## src/rtl/pipeline_hazard_ctrl_pkg.sv

```systemverilog
// Shared definitions for the 5-stage pipeline hazard/stall controller.
// Holds the FSM state encoding, the hardwired-zero register index and the default mul/div latency.
package pipe_ctrl_pkg;

  typedef enum logic {
    RUN    = 1'b0,
    MULDIV = 1'b1
  } state_t;

  localparam logic [4:0] REG_ZERO       = 5'd0;
  localparam int         MULDIV_LAT_DEF = 4;

endpackage

```

## src/rtl/pipeline_hazard_ctrl_hazard_detect.sv

```systemverilog
// Combinational register-dependency check between the ID instruction and the EX/MEM producers.
// Covers load-use hazards and ID-stage branch operand hazards; $0 never matches.
module hazard_detect
  import pipe_ctrl_pkg::*;
(
  input  logic [4:0] i_id_rs,
  input  logic [4:0] i_id_rt,
  input  logic       i_id_branch,
  input  logic       i_idex_memread,
  input  logic       i_idex_regwrite,
  input  logic [4:0] i_idex_rd,
  input  logic       i_exmem_memread,
  input  logic [4:0] i_exmem_rd,
  output logic       o_stall
);

  logic w_idex_match;
  logic w_exmem_match;

  assign w_idex_match  = (i_idex_rd != REG_ZERO) &&
                         ((i_idex_rd == i_id_rs) || (i_idex_rd == i_id_rt));
  assign w_exmem_match = (i_exmem_rd != REG_ZERO) &&
                         ((i_exmem_rd == i_id_rs) || (i_exmem_rd == i_id_rt));

  // Branches compare in ID, so they also wait on ALU results still in EX and on loads in MEM.
  assign o_stall = (i_idex_memread && w_idex_match) ||
                   (i_id_branch && i_idex_regwrite && w_idex_match) ||
                   (i_id_branch && i_exmem_memread && w_exmem_match);

endmodule

```

## src/rtl/pipeline_hazard_ctrl.sv

```systemverilog
// Central hazard/stall controller: memory freeze, mul/div hold FSM, dependency stalls and
// branch/jump redirect flushes, plus a free-running counter of cycles with the PC held.
module pipeline_hazard_ctrl
  import pipe_ctrl_pkg::*;
#(
  parameter int word       = 32,
  parameter int MULDIV_LAT = MULDIV_LAT_DEF,
  parameter int CNT_W      = 4
) (
  input  logic            clk,
  input  logic            rst_n,
  input  logic [4:0]      ID_rs,
  input  logic [4:0]      ID_rt,
  input  logic            ID_branch,
  input  logic            ID_taken,
  input  logic            ID_jump,
  input  logic            IDEX_memread,
  input  logic            IDEX_regwrite,
  input  logic [4:0]      IDEX_rd,
  input  logic            EXMEM_memread,
  input  logic [4:0]      EXMEM_rd,
  input  logic            EX_muldiv,
  input  logic            mem_busy,
  output logic            PC_write,
  output logic            IFID_write,
  output logic            IF_flush,
  output logic            IDEX_write,
  output logic            IDEX_flush,
  output logic            EXMEM_write,
  output logic            EXMEM_flush,
  output logic            MEMWB_write,
  output logic            muldiv_busy,
  output logic [word-1:0] stall_cycles
);

  state_t            r_state;
  logic [CNT_W-1:0]  r_cnt;
  logic              r_ignore;
  logic [word-1:0]   r_stall_cycles;

  logic w_stall;
  logic w_md_hold;
  logic w_redirect;

  hazard_detect u_hazard_detect (
    .i_id_rs         (ID_rs),
    .i_id_rt         (ID_rt),
    .i_id_branch     (ID_branch),
    .i_idex_memread  (IDEX_memread),
    .i_idex_regwrite (IDEX_regwrite),
    .i_idex_rd       (IDEX_rd),
    .i_exmem_memread (EXMEM_memread),
    .i_exmem_rd      (EXMEM_rd),
    .o_stall         (w_stall)
  );

  // r_ignore masks EX_muldiv for the release cycle so the finishing op cannot re-arm the FSM.
  assign w_md_hold  = (r_state == MULDIV) || (EX_muldiv && !r_ignore);
  assign w_redirect = ID_jump || (ID_branch && ID_taken);

  always_comb begin
    PC_write    = 1'b1;
    IFID_write  = 1'b1;
    IF_flush    = 1'b0;
    IDEX_write  = 1'b1;
    IDEX_flush  = 1'b0;
    EXMEM_write = 1'b1;
    EXMEM_flush = 1'b0;
    MEMWB_write = 1'b1;
    if (mem_busy) begin
      PC_write    = 1'b0;
      IFID_write  = 1'b0;
      IDEX_write  = 1'b0;
      EXMEM_write = 1'b0;
      MEMWB_write = 1'b0;
    end else if (w_md_hold) begin
      PC_write    = 1'b0;
      IFID_write  = 1'b0;
      IDEX_write  = 1'b0;
      EXMEM_flush = 1'b1;
    end else if (w_stall) begin
      PC_write   = 1'b0;
      IFID_write = 1'b0;
      IDEX_flush = 1'b1;
    end else if (w_redirect) begin
      IF_flush = 1'b1;
    end
  end

  always_ff @(posedge clk or negedge rst_n) begin
    if (!rst_n) begin
      r_state        <= RUN;
      r_cnt          <= '0;
      r_ignore       <= 1'b0;
      r_stall_cycles <= '0;
    end else begin
      if (!PC_write) begin
        r_stall_cycles <= r_stall_cycles + word'(1);
      end
      // A memory freeze holds the whole FSM, including the release-cycle mask.
      if (!mem_busy) begin
        r_ignore <= 1'b0;
        case (r_state)
          RUN: begin
            if (EX_muldiv && !r_ignore) begin
              r_state <= MULDIV;
              r_cnt   <= CNT_W'(MULDIV_LAT - 1);
            end
          end
          MULDIV: begin
            if (r_cnt == CNT_W'(1)) begin
              r_state  <= RUN;
              r_cnt    <= '0;
              r_ignore <= 1'b1;
            end else begin
              r_cnt <= r_cnt - CNT_W'(1);
            end
          end
          default: r_state <= RUN;
        endcase
      end
    end
  end

  assign muldiv_busy  = (r_state == MULDIV);
  assign stall_cycles = r_stall_cycles;

endmodule

```

## config.mk

```make
export PLATFORM = sky130hd
export DESIGN_NAME = pipeline_hazard_ctrl
export DESIGN_NICKNAME = d
export VERILOG_FILES = /design/src/rtl/pipeline_hazard_ctrl_pkg.sv /design/src/rtl/pipeline_hazard_ctrl_hazard_detect.sv /design/src/rtl/pipeline_hazard_ctrl.sv
export SDC_FILE = /design/constraint.sdc
export NUM_CORES = 1
export LEC_CHECK = 0
export ABC_AREA = 1
export CORE_ASPECT_RATIO = 0.9
export CORE_MARGIN = 2
export CORE_UTILIZATION = 55
export CTS_CLUSTER_SIZE = 10
export DETAILED_ROUTE_END_ITERATION = 16
export GPL_TIMING_DRIVEN = 0
export PLACE_DENSITY = 0.91
export SETUP_SLACK_MARGIN = 0.5
export SLEW_MARGIN = 20
export SYNTH_ARGS = -nofsm -noshare
export SYNTH_HDL_FRONTEND = slang
export SYNTH_SLANG_ARGS = --single-unit
export TNS_END_PERCENT = 5
```

## constraint.sdc

```tcl
create_clock -name clk -period 4.38 [get_ports clk]
set_clock_uncertainty 0.15 [all_clocks]
set_input_delay 0.438 -clock clk [delete_from_list [all_inputs] [get_ports clk]]
set_output_delay 0.438 -clock clk [all_outputs]
set_load 0.02 [all_outputs]
```

==> results by group, run 1 <==
CTS
  • CTS tree: built
  • Post-CTS sizing: 0
  • CTS H-Tree Depth: 2
  • Num CTS Buffers: 5
  • CTS sink cnt: 38
  • Postcts setup bufs: 0
  • Worst-path clk slew: 0.09 ns
  • Clk root buf: clkbuf_8
  • Clk buf depth: 2
  • Skew-Pair Late Insertion Delay: 0.30 ns

Route
  • Routed vias/inst: 5.36
  • Initial DRT Pass Iterations: 4
  • DR vias: 3,309
  • DRT Wirelength: 8.89 mm
  • Routed len/inst: 14.4 um
  • Drt drc: 0
  • Detail Route Antenna Nets: 0
  • DRT iter0 DRCs: 258

Critical path
  • CP arrival: about 2.8 ns
  • Critical path type: input port to output port
  • Crit path max-delay family: buffers and inverters
  • Critical path's slowest cell: clkdlybuf4s50_1
  • Critical path peak fanout: 10
  • Crit path required time: 3.79 ns
  • Worst Setup End Kind: output port
  • Reg2Reg Setup Slack: 2.27 ns
  • Buf/Inv on CP: 6
  • Worst path max stage delay: 0.59 ns
  • Worst setup SP type: input port
  • Critical path cell sequence: clkdlybuf4s50_1, nor3_1, nand3_1, o21ai_1, inv_1, nand2_2, nand3_4, buf_4, inv_1, buf_4, clkdlybuf4s50_1

Layout
  • Finished Cell Area: between 3000 and 4000 um^2
  • Fillers: between 400 and 500
  • Footprint of the multi-input gates: 1770 um^2
  • Layout cell share with drive strength beyond 1: 8.00%
  • Synth-to-layout area growth: 32.0%
  • Most frequent cells in the layout: nand2_1 (192), clkdlybuf4s50_1 (69), inv_1 (50)
  • Commonest non-fill, non-tap cell in the layout: nand2_1
  • Layout Nets: 582
  • Sequential cell area: 951 um^2
  • Ant diodes: 0

STA
  • Endpoints failing setup: 0
  • Final Cycle Share: around 76%
  • Tmin final: around 3.3 ns
  • Worst-margin pin slew: just over 0.5 ns
  • Unrepaired setup endpoints after global routing: no
  • Hold Fails Final Rpt: 0
  • Slew Viols, Final: 0
  • Setup TNS: 0 ns
  • Final Worst Setup Slack: 1.05 ns
  • Worst hold slack: 0.384 ns
  • Slew headroom: 66.5%
  • Fmax: about 300 MHz

Min path
  • Hold crit path type: flop to flop

Run status
  • Status: complete, no violations

Synthesis
  • Post-synthesis cell count: 470
  • Yosys Warn Count: 0
  • Post-synth EDFFs: 0
  • Syn_nets: 503
  • Top post-synthesis cells by area: dfrtp_1 (32%), nand2_1 (24%), nand4_1 (7.7%), inv_1 (6.3%), nor2_1 (5.4%)
  • Avg Cell Area, Syn: 6.39 um^2
  • Flops & latches, synth: 38
  • Cell area after synthesis: 3000 um^2
  • Top FF cell, synth: dfrtp_1
  • Seq/Total Area, Yosys: between 30% and 40%
  • Yosys top cell area share: 31.7%
  • Cell taking the most area after synthesis: dfrtp_1
  • Post-synth cell types: 30
  • Async set-reset flop share out of synthesis: 100%

Flow run
  • Max_cap viols: 0

Global routing
  • Grt ovf: 0
  • Total track usage: between 30% and 40%
  • First-pass GRT wire length: approximately 15 mm
  • Vias in the first global route: around 3,200
  • Antenna violations before repair: 0
  • Largest net degree at the start of global routing: 21

Place
  • DP HPWL: 6.91 mm
  • DP Worst Slack: 1.06 ns
  • Port bufs: 70
  • DP Area: around 3800 um^2
  • Placer congestion estimate: 0.964

Die
  • Core box area: 5260 um^2
  • IO Pins: 71
  • # rows: 25
  • Initial Util: between 50% and 60%
  • Die W: 81.9 um
  • Die area: 6070 um^2
  • Die height: 74.1 um

Pwr
  • P_leak: 0.00189 uW
  • Pwr Density: 332 nW/um^2
  • Worst vdd ir: 0.313 mV
  • PnR Total Power: approximately 1300 uW
flip-flops by register name (all words and copies together), names as in the netlist:
| name | cells |
|---|---|
| muldiv_busy | 1 |
| r_cnt | 4 |
| r_ignore | 1 |
| stall_cycles | 32 |
logic make-up after synthesis:
family	after synthesis	synth area share, %
AND/OR/NAND/NOR	327	48.8
buffers and inverters	69	9.54
flip-flops	38	31.7
XOR/XNOR	23	6.71
AO/OA/AOI/OAI	10	2.00
adder cells (fa/ha/maj)	3	1.25
through the flow:
stage,std cells,utilization [%]
floorplan,470,-
global placement,607,72.1
detailed placement,608,72.5
CTS,617,75.4
global route,617,75.4
finish,617,75.4
Yosys cell counts (2+ instances only):
cell type	count
xnor2_1	8
inv_1	50
buf_2	7
ha_1	3
nand2_1	192
clkbuf_1	2
nor2_4	2
nand2_2	2
buf_4	5
nor3_1	16
a21oi_1	3
nor2_2	6
nor3_2	2
inv_2	5
o21ai_0	2
nand3b_1	4
dfrtp_1	38
xor2_1	15
nand3_1	19
nor2_1	43
nand4_1	37
worst register-to-register path: stages, from the launching register on:
cell	delay, ns
dfrtp_1	0.55
ha_1	0.32
nand3_2	0.18
nor2_4	0.26
inv_1	0.09
nor2_2	0.19
nand2_1	0.07
nand2_1	0.06
nand2_1	0.05
nand2_1	0.06
nand2_1	0.04
report_power, final:
group / total [uW] / internal, uW / switching [uW] / leakage, uW
combinational: 459 / 191 / 268 / 0.00130
clock: 385 / 243 / 141 / 0.0000714
sequential: 472 / 403 / 69.6 / 0.000511
total: 1320 / 837 / 479 / 0.00189
metal layers:
| layer | vias up | global-route usage (%) | wire length (um) | part of all wire [%] |
|---|---|---|---|---|
| met5 | - | 0 | 0 | 0 |
| met4 | 0 | 8.89 | 128 | 1.4 |
| met3 | 17 | 4.98 | 490 | 5.5 |
| met2 | 106 | 54.3 | 4400 | 50 |
| met1 | 1543 | 39.7 | 3870 | 43 |
| li1 | 1643 | - | - | - |
path summary, 6_finish.rpt:
kind	end	cells past startpoint	start
max in group asynchronous	stall_cycles[18]$_DFFE_PN0N_	3	rst_n
setup / recovery	PC_write	11	IDEX_rd[3]
hold reg to reg	r_ignore$_DFFE_PN0N_	2	r_ignore$_DFFE_PN0N_
min in group asynchronous	stall_cycles[10]$_DFFE_PN0N_	2	rst_n
setup reg to reg	stall_cycles[30]$_DFFE_PN0N_	10	stall_cycles[0]$_DFFE_PN0N_
hold / removal	r_ignore$_DFFE_PN0N_	2	r_ignore$_DFFE_PN0N_
timing repair:
item	in CTS	in global routing
endpoints found under the hold margin	18	0
hold buffers	1	0
endpoints found under the setup margin	0	0
layout make-up:
cell class,instances,share of cell area [%]
sequential,38,24.0
clock inverter,2,1.52
inverter,55,5.21
clock buffer,6,2.08
multi-input combinational,363,44.6
tap,67,2.12
timing repair buffer,72,18.5
buffer,14,2.02
Note: power is estimated with default switching activity, not from simulation.
==> inputs of run 2 (changes only) <==
--- a/config.mk
+++ b/config.mk
@@ -8,11 +8,11 @@
 export ABC_AREA = 1
 export CORE_ASPECT_RATIO = 0.9
 export CORE_MARGIN = 2
-export CORE_UTILIZATION = 55
+export CORE_UTILIZATION = 46
 export CTS_CLUSTER_SIZE = 10
 export DETAILED_ROUTE_END_ITERATION = 16
 export GPL_TIMING_DRIVEN = 0
-export PLACE_DENSITY = 0.91
+export PLACE_DENSITY = 0.82
 export SETUP_SLACK_MARGIN = 0.5
 export SLEW_MARGIN = 20
 export SYNTH_ARGS = -nofsm -noshare
==> constraint.sdc (replaced) <==
create_clock -name clk -period 2.8 [get_ports clk]
set_clock_uncertainty 0.15 [all_clocks]
set_input_delay 0.28 -clock clk [delete_from_list [all_inputs] [get_ports clk]]
set_output_delay 0.28 -clock clk [all_outputs]
set_load 0.02 [all_outputs]
==> run 2 against run 1 <==
Against the previous run: core utilization is 9.9 points lower; die area is 19% higher; register-to-register slack worse by 1.6 ns; worst setup slack worse by 0.52 ns; critical path depth stayed put; via count is 0.21% higher; global-route usage is 4.1 points lower; total power is 55% higher; sequential share of layout area is 0.63 points lower; count of clock-buffer cells in the layout is 1 lower; critical path type unchanged; largest cell class unchanged.
==> results by group, run 2 (synthesis gave the netlist of run 1 again) <==
Run status
  • Status: complete, no violations

STA
  • Slew headroom: 67.8% (+1.3 points)
  • Setup TNS: 0 ns (unchanged)
  • Fmax: 440 MHz
  • Final Worst Setup Slack: 0.526 ns (-0.520 ns)
  • Final Cycle Share: ~81%
  • Endpoints failing setup: 0 (unchanged)
  • Tmin final: 2.27 ns
  • Slew Viols, Final: 0 (unchanged)
  • Worst-margin pin slew: 0.483 ns (-0.0202 ns)
  • Worst hold slack: 0.303 ns (-0.0816 ns)
  • Unrepaired setup endpoints after global routing: yes
  • Hold Fails Final Rpt: 0 (unchanged)

Die
  • IO Pins: 71 (unchanged)
  • Die area: 7190 um^2 (+19%)
  • Core box area: 6220 um^2 (+18%)
  • Initial Util: 48.3% (-8.8 points)
  • Die height: 80.7 um (+8.8%)
  • # rows: 27 (+8.0%)
  • Die W: 89.2 um (+8.9%)

Critical path
  • Worst path max stage delay: 0.47 ns (-0.12 ns)
  • CP arrival: 1.84 ns (-0.91 ns)
  • Reg2Reg Setup Slack: 0.67 ns (-1.60 ns)
  • Crit path required time: 2.37 ns (-1.42 ns)
  • Critical path cell sequence: clkdlybuf4s50_1, nor2_1, nand3_1, nand3_1, inv_1, nand2_4, nand3_4, buf_6, inv_1, buf_4, buf_2
  • Critical path type: input port to output port
  • Critical path's slowest cell: clkdlybuf4s50_1
  • Critical path peak fanout: 7 (-3)
  • Worst Setup End Kind: output port
  • Worst setup SP type: input port

Pwr
  • Psw: 748 uW (+56%)
  • Worst vdd ir: 0.398 mV (+27%)
  • P_leak: 0.00209 uW (+11%)
  • Flop pwr share: 36.1% (+0.2 points)
  • Pwr Density: 500 nW/um^2 (+51%)
  • Int Pwr: 1290 uW (+54%)
  • Combinational share of power: 35.8% (+0.9 points)
  • Net switching fraction of the power: 36.8% (+0.36 points)
  • Clock Power Share: 28.1% (-1.1 points)

CTS
  • Clk root buf: clkbuf_8
  • Skew-Pair Late Insertion Delay: 0.30 ns (about the same)
  • Num CTS Buffers: 5 (unchanged)
  • CTS H-Tree Depth: 2 (unchanged)
  • CTS tree: built
  • Worst-path clk slew: 0.08 ns (about the same)
  • Clk buf depth: 2 (unchanged)
  • CTS sink cnt: 38 (unchanged)

Layout
  • Layout Nets: 587 (+0.86%)
  • Most frequent cells in the layout: nand2_1 (191), inv_1 (50), clkdlybuf4s50_1 (45)
  • Final Util: 65.5% (-9.9 points)
  • Synth-to-layout area growth: 35.5%
  • Layout cell share with drive strength beyond 1: 10.5% (+2.5 points)
  • Ant diodes: 0 (unchanged)
  • Commonest non-fill, non-tap cell in the layout: nand2_1
  • Max reg flops: 32 (unchanged)

Global routing
  • Grt ovf: 0 (unchanged)
  • Largest net degree at the start of global routing: 22 (+4.8%)
  • First-pass GRT wire length: 15.0 mm (+2.2%)
  • Total track usage: 26.9% (-4.1 points)
  • Vias in the first global route: 3,189 (-0.56%)
  • Antenna violations before repair: 0 (unchanged)

Route
  • DRT iter0 DRCs: 190 (-26%)
  • Drt drc: 0 (unchanged)
  • Routed vias/inst: 5.17 (-3.7%)
  • Initial DRT Pass Iterations: 4 (unchanged)
  • DR vias: 3,316 (+0.21%)
  • DRT Wirelength: 9.19 mm (+3.4%)
  • Detail Route Antenna Nets: 0 (unchanged)
  • Routed len/inst: 14.3 um (-0.62%)

Place
  • Placer congestion estimate: 1.02 (+5.9%)
  • DP Worst Slack: -0.161 ns (-1.22 ns)
  • Port bufs: 70 (unchanged)
  • DP HPWL: 6.86 mm (-0.84%)

Min path
  • Hold crit path type: input port to asynchronous set/reset pin

Flow run
  • Max_cap viols: 0 (unchanged)
## run 2: cell types whose count changed in the layout (fill, tap and decap cells not counted), sizes merged
cell | before | now
buf | 14 | 21
dlymetal6s2s | 0 | 16
clkdlybuf4s50 | 69 | 45
dlygate4sd2 | 0 | 4
clkinv | 0 | 1
clkbuf | 8 | 9
## run 2: worst paths after layout
path / to / cells past startpoint / from
max: PC_write / 11 / EXMEM_rd[3]
max reg2reg: stall_cycles[14]$_DFFE_PN0N_ / 8 / stall_cycles[0]$_DFFE_PN0N_
min reg2reg: r_ignore$_DFFE_PN0N_ / 2 / r_ignore$_DFFE_PN0N_
min in group clk: r_ignore$_DFFE_PN0N_ / 2 / r_ignore$_DFFE_PN0N_
max in group asynchronous: r_cnt[1]$_DFFE_PN0P_ / 3 / rst_n
min: stall_cycles[12]$_DFFE_PN0N_ / 2 / rst_n
## run 2: worst max-delay path, delay by kind of cell
kind	cells	cell delay, ns
AND/OR/NAND/NOR	5	0.56
buffers and inverters	6	0.99
## run 2: power groups by stage
stage                     Sequential [uW]  Combinational (uW)  Clock (uW)
after global routing                  749                 797         604
final                                 736                 728         572
after detailed placement              744                 707           0
after global placement                740                 688           0
after floorplan                       787                 363           0
after CTS                             734                 727         578
## run 2: final cells by class
cell class | instances | area (um^2)
buffer | 14 | 83.8
clock buffer | 5 | 68.8
clock inverter | 3 | 68.8
fill | 570 | 2150
inverter | 55 | 206
multi-input combinational | 363 | 1800
sequential | 38 | 951
tap | 87 | 109
timing repair buffer | 77 | 786
## run 2: per-stage QoR
| stage | area [um^2] | total power (uW) | cells |
|---|---|---|---|
| final | 4070 | 2040 | 642 |
| after global routing | 4070 | 2150 | 642 |
| after CTS | 4040 | 2040 | 642 |
| after detailed placement | 3830 | 1450 | 628 |
| after global placement | 3810 | 1430 | 627 |
| after floorplan | 3000 | 1150 | 470 |
## run 2: layer usage
layer,up-vias,global-route usage (%),routed length [um]
li1,1654,-,-
met1,1531,37.6,4070
met2,110,41.6,4240
met3,21,4.73,672
met4,0,9.25,216
met5,-,0,0
## run 2: repair_timing
item	CTS	global route
endpoints found under the setup margin	5	6
hold endpoints to repair	17	0
pin swaps	2	3
gates resized for setup	18	26
hold buffers	1	0
buffers inserted	5	0
==> inputs of run 3 (changes only) <==
--- a/config.mk
+++ b/config.mk
@@ -8,11 +8,11 @@
 export ABC_AREA = 1
 export CORE_ASPECT_RATIO = 0.9
 export CORE_MARGIN = 2
-export CORE_UTILIZATION = 46
+export CORE_UTILIZATION = 51
 export CTS_CLUSTER_SIZE = 10
 export DETAILED_ROUTE_END_ITERATION = 16
 export GPL_TIMING_DRIVEN = 0
-export PLACE_DENSITY = 0.82
+export PLACE_DENSITY = 0.86
 export SETUP_SLACK_MARGIN = 0.5
 export SLEW_MARGIN = 20
 export SYNTH_ARGS = -nofsm -noshare
==> constraint.sdc (replaced) <==
create_clock -name clk -period 2.2 [get_ports clk]
set_clock_uncertainty 0.15 [all_clocks]
set_input_delay 0.22 -clock clk [delete_from_list [all_inputs] [get_ports clk]]
set_output_delay 0.22 -clock clk [all_outputs]
set_load 0.02 [all_outputs]
==> run 3 against run 2 <==
Against the previous run: via count increased by 7.2%; sequential share of layout area decreased by 0.52 points; critical path type unchanged; global-route usage increased by 2.1 points; clock power increased by 30%; routed wire length increased by 2.5%; die area decreased by 9.4%; first-iteration DRC count increased by 38%; combinational power increased by 52%; total power increased by 37%.
==> results by group, run 3 (synthesis gave the netlist of run 1 again) <==
Route
  • DRT Wirelength: 9.42 mm (+2.5%)
  • DR vias: 3,554 (+7.2%)
  • DRT iter0 DRCs: 262 (+38%)
  • Routed vias/inst: 5.54 (+7.2%)
  • Initial DRT Pass Iterations: 5 (+1)
  • Drt drc: 0 (unchanged)
  • Routed len/inst: 14.7 um (+2.5%)
  • Detail Route Antenna Nets: 0 (unchanged)

Min path
  • Hold crit path type: input port to asynchronous set/reset pin

STA
  • Final Worst Setup Slack: 0.239 ns (-0.287 ns)
  • Hold Fails Final Rpt: 0 (unchanged)
  • Tmin final: 1.96 ns
  • Endpoints failing setup: 0 (unchanged)
  • Worst-margin pin slew: 0.544 ns (+0.0609 ns)
  • Unrepaired setup endpoints after global routing: yes
  • Final Cycle Share: between 80% and 90%
  • Slew Viols, Final: 0 (unchanged)
  • Fmax: 510 MHz
  • Slew headroom: 63.8% (-4.1 points)

Critical path
  • Reg-to-Reg Start: stall_cycles[3]$_DFFE_PN0N_
  • Critical path cell sequence: dlygate4sd2_1, inv_1, nand2_1, nand2_1, nor2_1, nand3_1, nand2_2, nand2_4, nand3_4, buf_8, inv_4, buf_6, buf_6
  • Worst setup SP type: input port
  • R2R depth: 9 (+1)
  • Worst Setup End Kind: output port
  • CP arrival: 1.59 ns (-0.25 ns)
  • Reg2Reg Setup Slack: 0.35 ns (-0.32 ns)
  • Critical path type: input port to output port
  • Critical path's slowest cell: dlygate4sd2_1
  • Crit path required time: 1.83 ns (-0.54 ns)
  • Worst path max stage delay: 0.25 ns (-0.22 ns)
  • Critical path peak fanout: 6 (-1)
  • RR Endpoint: stall_cycles[27]$_DFFE_PN0N_

CTS
  • Worst-path clk slew: 0.09 ns (about the same)
  • CTS H-Tree Depth: 2 (unchanged)
  • CTS sink cnt: 38 (unchanged)
  • Skew-Pair Late Insertion Delay: 0.30 ns (about the same)
  • Clk root buf: clkbuf_8
  • Num CTS Buffers: 5 (unchanged)
  • CTS tree: built
  • Clk buf depth: 2 (unchanged)

Layout
  • Max reg flops: 32 (unchanged)
  • Sequential cell area: 955 um^2 (+0.39%)
  • Final Util: 73.4% (+7.9 points)
  • Most frequent cells in the layout: nand2_1 (187), inv_1 (42), clkdlybuf4s50_1 (42)
  • Layout cell share with drive strength beyond 1: 17.8% (+7.4 points)
  • Synth-to-layout area growth: 39.1%
  • Layout Nets: 604 (+2.9%)
  • Fillers: 460 (-19%)
  • Finished Cell Area: 4180 um^2 (+2.7%)
  • Non-Filler Instances: 642 (unchanged)
  • Commonest non-fill, non-tap cell in the layout: nand2_1
  • Ant diodes: 0 (unchanged)
  • Footprint of the multi-input gates: 1850 um^2 (+3.1%)

Pwr
  • Pwr Density: 668 nW/um^2 (+34%)
  • PnR Total Power: 2790 uW (+37%)
  • P_leak: 0.00206 uW (-1.6%)
  • Worst vdd ir: 0.558 mV (+40%)

Global routing
  • Vias in the first global route: 3,261 (+2.3%)
  • Grt ovf: 0 (unchanged)
  • Largest net degree at the start of global routing: 22 (unchanged)
  • Total track usage: 29.0% (+2.1 points)
  • Antenna violations before repair: 0 (unchanged)
  • First-pass GRT wire length: 15.4 mm (+2.4%)

Place
  • DP HPWL: 6.77 mm (-1.2%)
  • Port bufs: 70 (unchanged)
  • DP Worst Slack: -0.629 ns (-0.468 ns)
  • Placer congestion estimate: 0.940 (-7.8%)
  • # placed instances: 611 (-2.7%)
  • DP Area: 3820 um^2 (-0.33%)

Flow run
  • Max_cap viols: 0 (unchanged)

Die
  • Die W: 84.9 um (-4.8%)
  • IO Pins: 71 (unchanged)
  • Core box area: 5690 um^2 (-8.4%)
  • # rows: 26 (-3.7%)
  • Initial Util: 52.7% (+4.4 points)
  • Die area: 6520 um^2 (-9.4%)
  • Die height: 76.8 um (-4.8%)

Run status
  • Status: complete, no violations
## run 3: routing by layer
metal	GRT usage [%]	wire length (um)
met4	6.67	255
met2	47.4	4410
met5	0	0
met1	40.4	4040
met3	4.52	717
## run 3: what timing repair did
item,in CTS,in global routing
setup endpoints to repair,69,71
hold buffers,1,0
hold endpoints to repair,20,0
setup buffers,6,16
gates resized for setup,56,37
pin swaps,7,16
## run 3: area by class of cell
class / instances / area share (%)
Tap cell: 70 / 2.10
Sequential cell: 38 / 22.9
Buffer: 14 / 2.19
Clock inverter: 3 / 1.65
Multi-Input combinational cell: 363 / 44.3
Timing Repair Buffer: 94 / 20.2
Inverter: 55 / 5.00
Clock buffer: 5 / 1.65
## run 3: metrics by stage
stage          setup TNS, ns  hold WS (ns)
2_1_floorplan              0        -0.226
3_3_place_gp           -7.92         0.368
3_5_place_dp           -2.21        0.0824
4_1_cts                    0         0.299
5_1_grt                    0         0.341
6_report                   0         0.295
## run 3: worst max-delay path, delay by kind of cell
kind | cells | cell delay, ns
buffers and inverters | 6 | 0.70
and+or+nand+nor | 7 | 0.66
## run 3: power by group
part | internal, uW | total [uW] | switching [uW]
combinational | 494 | 1110 | 611
clock | 455 | 744 | 289
sequential | 806 | 943 | 137
## run 3: worst max-delay path by stage
| stage | from | to | slack [ns] |
|---|---|---|---|
| detailed placement | IDEX_rd[3] | PC_write | -0.63 |
| CTS | muldiv_busy$_DFFE_PN0N_ | PC_write | 0.23 |
| global placement | IDEX_rd[3] | PC_write | -0.60 |
| finish | IDEX_rd[0] | PC_write | 0.24 |
| floorplan | stall_cycles[1]$_DFFE_PN0N_ | stall_cycles[30]$_DFFE_PN0N_ | 0.43 |
| global route | IDEX_rd[0] | PC_write | 0.16 |
